### src/rtl/uart_pkg.sv
// Shared UART definitions: receiver FSM states, frame width and the default
// bit divisor, which the transmitter side reuses.
package uart_pkg;

    localparam int UART_DATA_BITS    = 8;
    localparam int UART_CLKS_PER_BIT = 217;  // 25 MHz / 115200 baud

    typedef enum logic [2:0] {
        IDLE,
        START,
        DATA,
        STOP,
        CLEANUP
    } uart_state_t;

endpackage

### src/rtl/uart_receiver_if.sv
// Parallel-side bundle of the UART receiver: serial line in, byte and strobe out.
interface uart_receiver_if;
    import uart_pkg::*;

    // o_DV is a one-cycle strobe with no back-pressure: the consumer must take
    // o_Byte_parellel in the cycle o_DV is high. The byte then holds until the
    // next accepted frame.
    logic                      i_serial;
    logic                      o_DV;
    logic [UART_DATA_BITS-1:0] o_Byte_parellel;

    modport master (
        input  i_serial,
        output o_DV,
        output o_Byte_parellel
    );

    modport slave (
        output i_serial,
        input  o_DV,
        input  o_Byte_parellel
    );

endinterface

### src/rtl/uart_sync2.sv
// Two-flop synchronizer for the asynchronous RX pad; resets to the idle-high level.
module uart_sync2 (
    input  logic clk,
    input  logic rst_n,
    input  logic i_d,
    output logic o_q
);

    logic r_meta;
    logic r_sync;

    always_ff @(posedge clk or negedge rst_n) begin
        if (!rst_n) begin
            r_meta <= 1'b1;
            r_sync <= 1'b1;
        end else begin
            r_meta <= i_d;
            r_sync <= r_meta;
        end
    end

    assign o_q = r_sync;

endmodule

### src/rtl/uart_receiver.sv
// 8N1 UART receiver: mid-bit sampling from a fixed clocks-per-bit divisor,
// one-cycle o_DV per accepted byte, framing errors silently dropped.
module uart_receiver
    import uart_pkg::*;
#(
    parameter int CLKS_PER_BIT = UART_CLKS_PER_BIT
) (
    input  logic            clk,
    input  logic            rst_n,
    uart_receiver_if.master bus,
    output uart_state_t     o_state
);

    localparam int CNT_W = $clog2(CLKS_PER_BIT) + 1;
    localparam int IDX_W = $clog2(UART_DATA_BITS);
    localparam logic [CNT_W-1:0] CNT_ONE  = CNT_W'(1);
    localparam logic [CNT_W-1:0] CNT_HALF = CNT_W'((CLKS_PER_BIT - 1) / 2);
    localparam logic [CNT_W-1:0] CNT_LAST = CNT_W'(CLKS_PER_BIT - 1);
    localparam logic [IDX_W-1:0] IDX_ONE  = IDX_W'(1);
    localparam logic [IDX_W-1:0] IDX_LAST = IDX_W'(UART_DATA_BITS - 1);

    logic                      w_rx_s;
    uart_state_t               r_state;
    logic [CNT_W-1:0]          r_cnt;
    logic [IDX_W-1:0]          r_idx;
    logic [UART_DATA_BITS-1:0] r_shift;
    logic                      r_dv;
    logic [UART_DATA_BITS-1:0] r_byte;

    uart_sync2 u_sync (
        .clk   (clk),
        .rst_n (rst_n),
        .i_d   (bus.i_serial),
        .o_q   (w_rx_s)
    );

    always_ff @(posedge clk or negedge rst_n) begin
        if (!rst_n) begin
            r_state <= IDLE;
            r_cnt   <= '0;
            r_idx   <= '0;
            r_shift <= '0;
            r_dv    <= 1'b0;
            r_byte  <= '0;
        end else begin
            case (r_state)
                IDLE: begin
                    r_dv  <= 1'b0;
                    r_cnt <= '0;
                    r_idx <= '0;
                    // The detecting cycle counts as the first of the half bit,
                    // so the start check lands exactly H cycles after it.
                    if (!w_rx_s) begin
                        r_state <= START;
                        r_cnt   <= CNT_ONE;
                    end
                end
                START: begin
                    if (r_cnt == CNT_HALF) begin
                        r_cnt   <= '0;
                        r_state <= w_rx_s ? IDLE : DATA;
                    end else begin
                        r_cnt <= r_cnt + CNT_ONE;
                    end
                end
                DATA: begin
                    if (r_cnt == CNT_LAST) begin
                        r_cnt          <= '0;
                        r_shift[r_idx] <= w_rx_s;
                        if (r_idx == IDX_LAST) begin
                            r_state <= STOP;
                        end else begin
                            r_idx <= r_idx + IDX_ONE;
                        end
                    end else begin
                        r_cnt <= r_cnt + CNT_ONE;
                    end
                end
                STOP: begin
                    if (r_cnt == CNT_LAST) begin
                        r_cnt   <= '0;
                        r_state <= CLEANUP;
                        // A low stop bit is a framing error: keep the old byte.
                        if (w_rx_s) begin
                            r_byte <= r_shift;
                            r_dv   <= 1'b1;
                        end
                    end else begin
                        r_cnt <= r_cnt + CNT_ONE;
                    end
                end
                CLEANUP: begin
                    r_dv    <= 1'b0;
                    r_cnt   <= '0;
                    r_idx   <= '0;
                    r_state <= IDLE;
                end
                default: begin
                    r_state <= IDLE;
                end
            endcase
        end
    end

    assign bus.o_DV            = r_dv;
    assign bus.o_Byte_parellel = r_byte;
    assign o_state             = r_state;

endmodule

### src/flat_wrapper.sv
// flat-port wrapper written by rule: the top's interface ports become plain ports
module uart_receiver_flat import uart_pkg::*;
#(
    parameter int CLKS_PER_BIT = UART_CLKS_PER_BIT
)
  (clk, rst_n, o_state, bus_i_serial, bus_o_DV, bus_o_Byte_parellel);
  uart_receiver_if bus_i ();
  input  logic clk;
  input  logic rst_n;
  output uart_state_t o_state;
  input wire logic [$bits(bus_i.i_serial)-1:0] bus_i_serial;
  output wire logic [$bits(bus_i.o_DV)-1:0] bus_o_DV;
  output wire logic [$bits(bus_i.o_Byte_parellel)-1:0] bus_o_Byte_parellel;
  assign bus_i.i_serial = bus_i_serial;
  assign bus_o_DV = bus_i.o_DV;
  assign bus_o_Byte_parellel = bus_i.o_Byte_parellel;
  uart_receiver #(.CLKS_PER_BIT(CLKS_PER_BIT)) u_core (.clk(clk), .rst_n(rst_n), .bus(bus_i), .o_state(o_state));
endmodule
### config.mk
export PLATFORM = sky130hd
export DESIGN_NAME = uart_receiver_flat
export DESIGN_NICKNAME = d
export VERILOG_FILES = /design/src/rtl/uart_pkg.sv /design/src/rtl/uart_receiver_if.sv /design/src/rtl/uart_sync2.sv /design/src/rtl/uart_receiver.sv /design/src/flat_wrapper.sv
export SDC_FILE = /design/constraint.sdc
export NUM_CORES = 1
export LEC_CHECK = 0
export BUFFER_PORTS_ARGS = -buffer_cell sky130_fd_sc_hd__buf_2
export CAP_MARGIN = 10
export CORE_MARGIN = 1.5
export CORE_UTILIZATION = 33
export CTS_CLUSTER_SIZE = 40
export DETAILED_ROUTE_END_ITERATION = 8
export HOLD_SLACK_MARGIN = 0.12
export PLACE_DENSITY_LB_ADDON = 0.12
export SLEW_MARGIN = 5
export SYNTH_ARGS = -nofsm -noshare
export SYNTH_HDL_FRONTEND = slang
export SYNTH_HIERARCHICAL = 1
export SYNTH_SLANG_ARGS = --single-unit
export TNS_END_PERCENT = 1
### constraint.sdc
create_clock -name clk -period 3.7 [get_ports clk]
set_input_delay 0.555 -clock clk [delete_from_list [all_inputs] [get_ports clk]]
set_output_delay 0.555 -clock clk [all_outputs]
set_load 0.01 [all_outputs]
==> impl_metrics.tcl <==
set metrics [dict create \
    grt_overflow_total 0 \
    cts_tree "built" \
    hold_viol 0 \
    clk_latency_ps 290 \
    layout.nets 177 \
    slowest_delay_ps 420 \
    crit_arrival_ps 2090 \
    ys_async_sr_fraction_pct 100.0 \
    synth_compound_area_share_pct 11.10 \
    final_cells 238 \
    fin_ws_ps 1779 \
    synth_most_common_cell "dfrtp_1" \
    cts.path.max_buffers 2 \
    dp_hpwl_um 2271 \
    avgSynthCellArea_um2 11.05 \
    multiInputGateArea_um2 805.8 \
    seq_area_um2 853.3 \
    cp-end-kind "flip-flop" \
    pwr-share-seq_pct 57.7 \
    path_delay_family "simple AND/OR/NAND/NOR gates" \
    critPathSlowestCell "dfrtp_1" \
    ys.flop_type "dfrtp_1" \
    grt_pass1_wl_um 5878 \
    synth_mux_area_share_pct 12.79 \
    cp_num_buf_inv 1 \
    p_comb_share_pct 1.3 \
    ant_nets 0 \
    startpoint_type "flip-flop" \
    synthSimpleGateAreaFrac_pct 20.51 \
    drive_gt1_share_pct 29.82 \
    rsz0062_at_grt "no" \
    synthAdderAreaFrac_pct 2.941 \
    crit_fanout 9 \
    die_area_um2 5597 \
    rows 25 \
    hold_buffers 0 \
    fill_cells 478 \
    drt_iter0_markers 65 \
    p_per_area_nw_per_um2 341.1 \
    syn_inst 154 \
    wire_per_inst_um 14.13 \
    fin_crit_sh_pct 51.91 \
    peakVddDrop_mv 0.1549 \
    pre_cts_slack_ps 1782 \
    dr_total_vias 1206 \
    clkTransAtPathRegs_ps 70 \
    synth_common_cells "dfrtp_1 (32), nand2_1 (20), mux2_2 (18), nor3_1 (7), o21ai_0 (6)" \
    synth-seq-area-share_pct 50.15 \
    drv_cap 0 \
    syn_nets 161 \
    status "finished, final reports clean" \
    finClkSkew_ps 6.883 \
    finalMaxSlewViolations 0 \
    fmax_mhz 520.7 \
    dieWidth_um 74.81 \
    yosys-top-cells-area "dfrtp_1 (47%), mux2_2 (12%), nand2_1 (4.4%)" \
    initial_core_util_pct 35.10 \
    clockPowerShare_pct 41.0 \
    synth_top_family_by_area "simple AND/OR/NAND/NOR gates" \
    io_buffers 14 \
    insertedDiodeCount 0 \
    clock-sinks 34 \
    drt_pre_antenna_iters 4 \
    grt_max_degree 35 \
    intPower_uw 505.0 \
    synth_edf_count 0 \
    yosysWarnings 6 \
    power.switching_uw 146.7 \
    worstPathCellList "inv_1 -> ha_1 -> and4b_1 -> and2_4 -> and4_4 -> mux2_2" \
    post-cts-setup-buffers 0 \
    drt-total-wl_um 3362 \
    worstSetupPathType "flip-flop to flip-flop" \
    drcViolationCount 0 \
    cts.repair.resized 0 \
    yosysTopAreaCellShare_pct 47.06 \
    root_buffer "clkbuf_8" \
    die_y_um 74.81 \
    tightestPinTransition_ps 761.7 \
    yosys.area.top_type "dfrtp_1" \
    cts-buffers-inserted 5 \
    globalplace.congestion 0.9578 \
    synthXorXnorAreaFrac_pct 0 \
    synth_cell_type_count 45 \
    slew_headroom_pct 49.22 \
    switching_share_pct 22.51 \
    place_inst 230 \
    htreeDepth 2 \
    antenna_found_initial 0 \
    via_per_inst 5.067 \
    p_leak_uw 0.0009010 \
    fin_crit_ps 1921 \
    tns_ps 0 \
    synth-seq-cells 34 \
    hold_class "input pin to async pin" \
    area_growth_pct 12.28 \
    netlist_area_um2 1702 \
    power.total_uw 651.8 \
    required_ps 3870 \
    grt_usage_pct 14.40 \
    ios 15 \
    core_um2 4848 \
    grt_pass1_vias 1179 \
    setup_viol 0 \
]
==> state kept, by name, indices dropped and copies added (netlist names) <==
signal / flops
u_core/u_sync/o_q: 1
u_core/r_cnt: 9
u_core/bus.o_DV: 1
u_core/r_idx: 3
u_core/bus.o_Byte_parellel: 8
u_core/u_sync/r_meta: 1
u_core/o_state: 3
u_core/r_shift: 8
==> area by class of cell <==
cell class,instances,area share (%)
Clock buffer,6,3.798
Inverter,4,0.7859
Multi-Input combinational cell,111,42.17
Sequential cell,34,44.66
Clock inverter,2,0.5239
Tap cell,67,4.388
Timing Repair Buffer,14,3.667
==> cell families after synthesis <==
logic type,after synthesis
DFF,34
muxes,19
buffers and inverters,9
AOI/OAI and AO/OA,26
and+or+nand+nor,62
adders and majority gates,4
==> metrics by stage <==
stage / hold WS, ps / cell area [µm²] / util, %
finish: 338.7 / 1911 / 39.41
global placement: 348.2 / 1828 / 37.70
global route: 346.6 / 1911 / 39.41
detailed placement: 349.5 / 1828 / 37.70
CTS: 346.7 / 1911 / 39.41
floorplan: 259.4 / 1702 / -
==> worst paths after layout <==
path	cells after the start	startpoint	endpoint	slack, ps
max	6	u_core/r_cnt[0]	u_core/bus.o_Byte_parellel[3]	1780
min	1	rst_n	u_core/r_cnt[5]	340
max reg2reg	6	u_core/r_cnt[0]	u_core/bus.o_Byte_parellel[3]	1780
min reg2reg	0	u_core/u_sync/r_meta	u_core/u_sync/o_q	360
max in group asynchronous	1	rst_n	u_core/r_idx[1]	2880
min in group clk	1	bus_i_serial	u_core/u_sync/r_meta	360
==> cell usage in the layout (no fill, tap or decap), types with 2 or more instances in the layout <==
cell type / Yosys / layout
nand3_1: 4 / 4
nand4_1: 2 / 2
nor2_1: 5 / 5
nor3b_1: 3 / 3
o22ai_1: 3 / 3
clkinv_2: 0 / 2
o21a_1: 2 / 2
mux2_2: 18 / 18
o21ai_0: 6 / 6
buf_2: 1 / 14
dfrtp_1: 32 / 32
nor4_1: 2 / 2
o211ai_1: 3 / 3
and2_1: 2 / 2
a21oi_1: 3 / 3
nand2b_1: 2 / 2
ha_1: 4 / 4
dfstp_2: 2 / 2
inv_1: 4 / 4
nor2b_1: 3 / 3
clkbuf_8: 0 / 5
nand2_1: 20 / 20
nor3_1: 7 / 7
==> metal layers <==
metal	track usage [%]	vias up	wire length, µm	share of wire [%]
met3	4.418	8	138	4.1
met2	19.54	28	1355	40
met5	0	-	0	0
met1	20.46	583	1782	53
li1	-	587	-	-
met4	7.677	0	85	2.5
==> power by group through the flow <==
stage | registers [µW] | clock network (µW) | logic (µW)
3_3_place_gp | 383 | 0 | 9.02
2_1_floorplan | 381 | 0 | 1.62
4_1_cts | 376 | 279 | 9.48
5_1_grt | 376 | 295 | 10.4
6_report | 376 | 267 | 8.49
3_5_place_dp | 383 | 0 | 9.43
(Power assumes the default switching activity.)
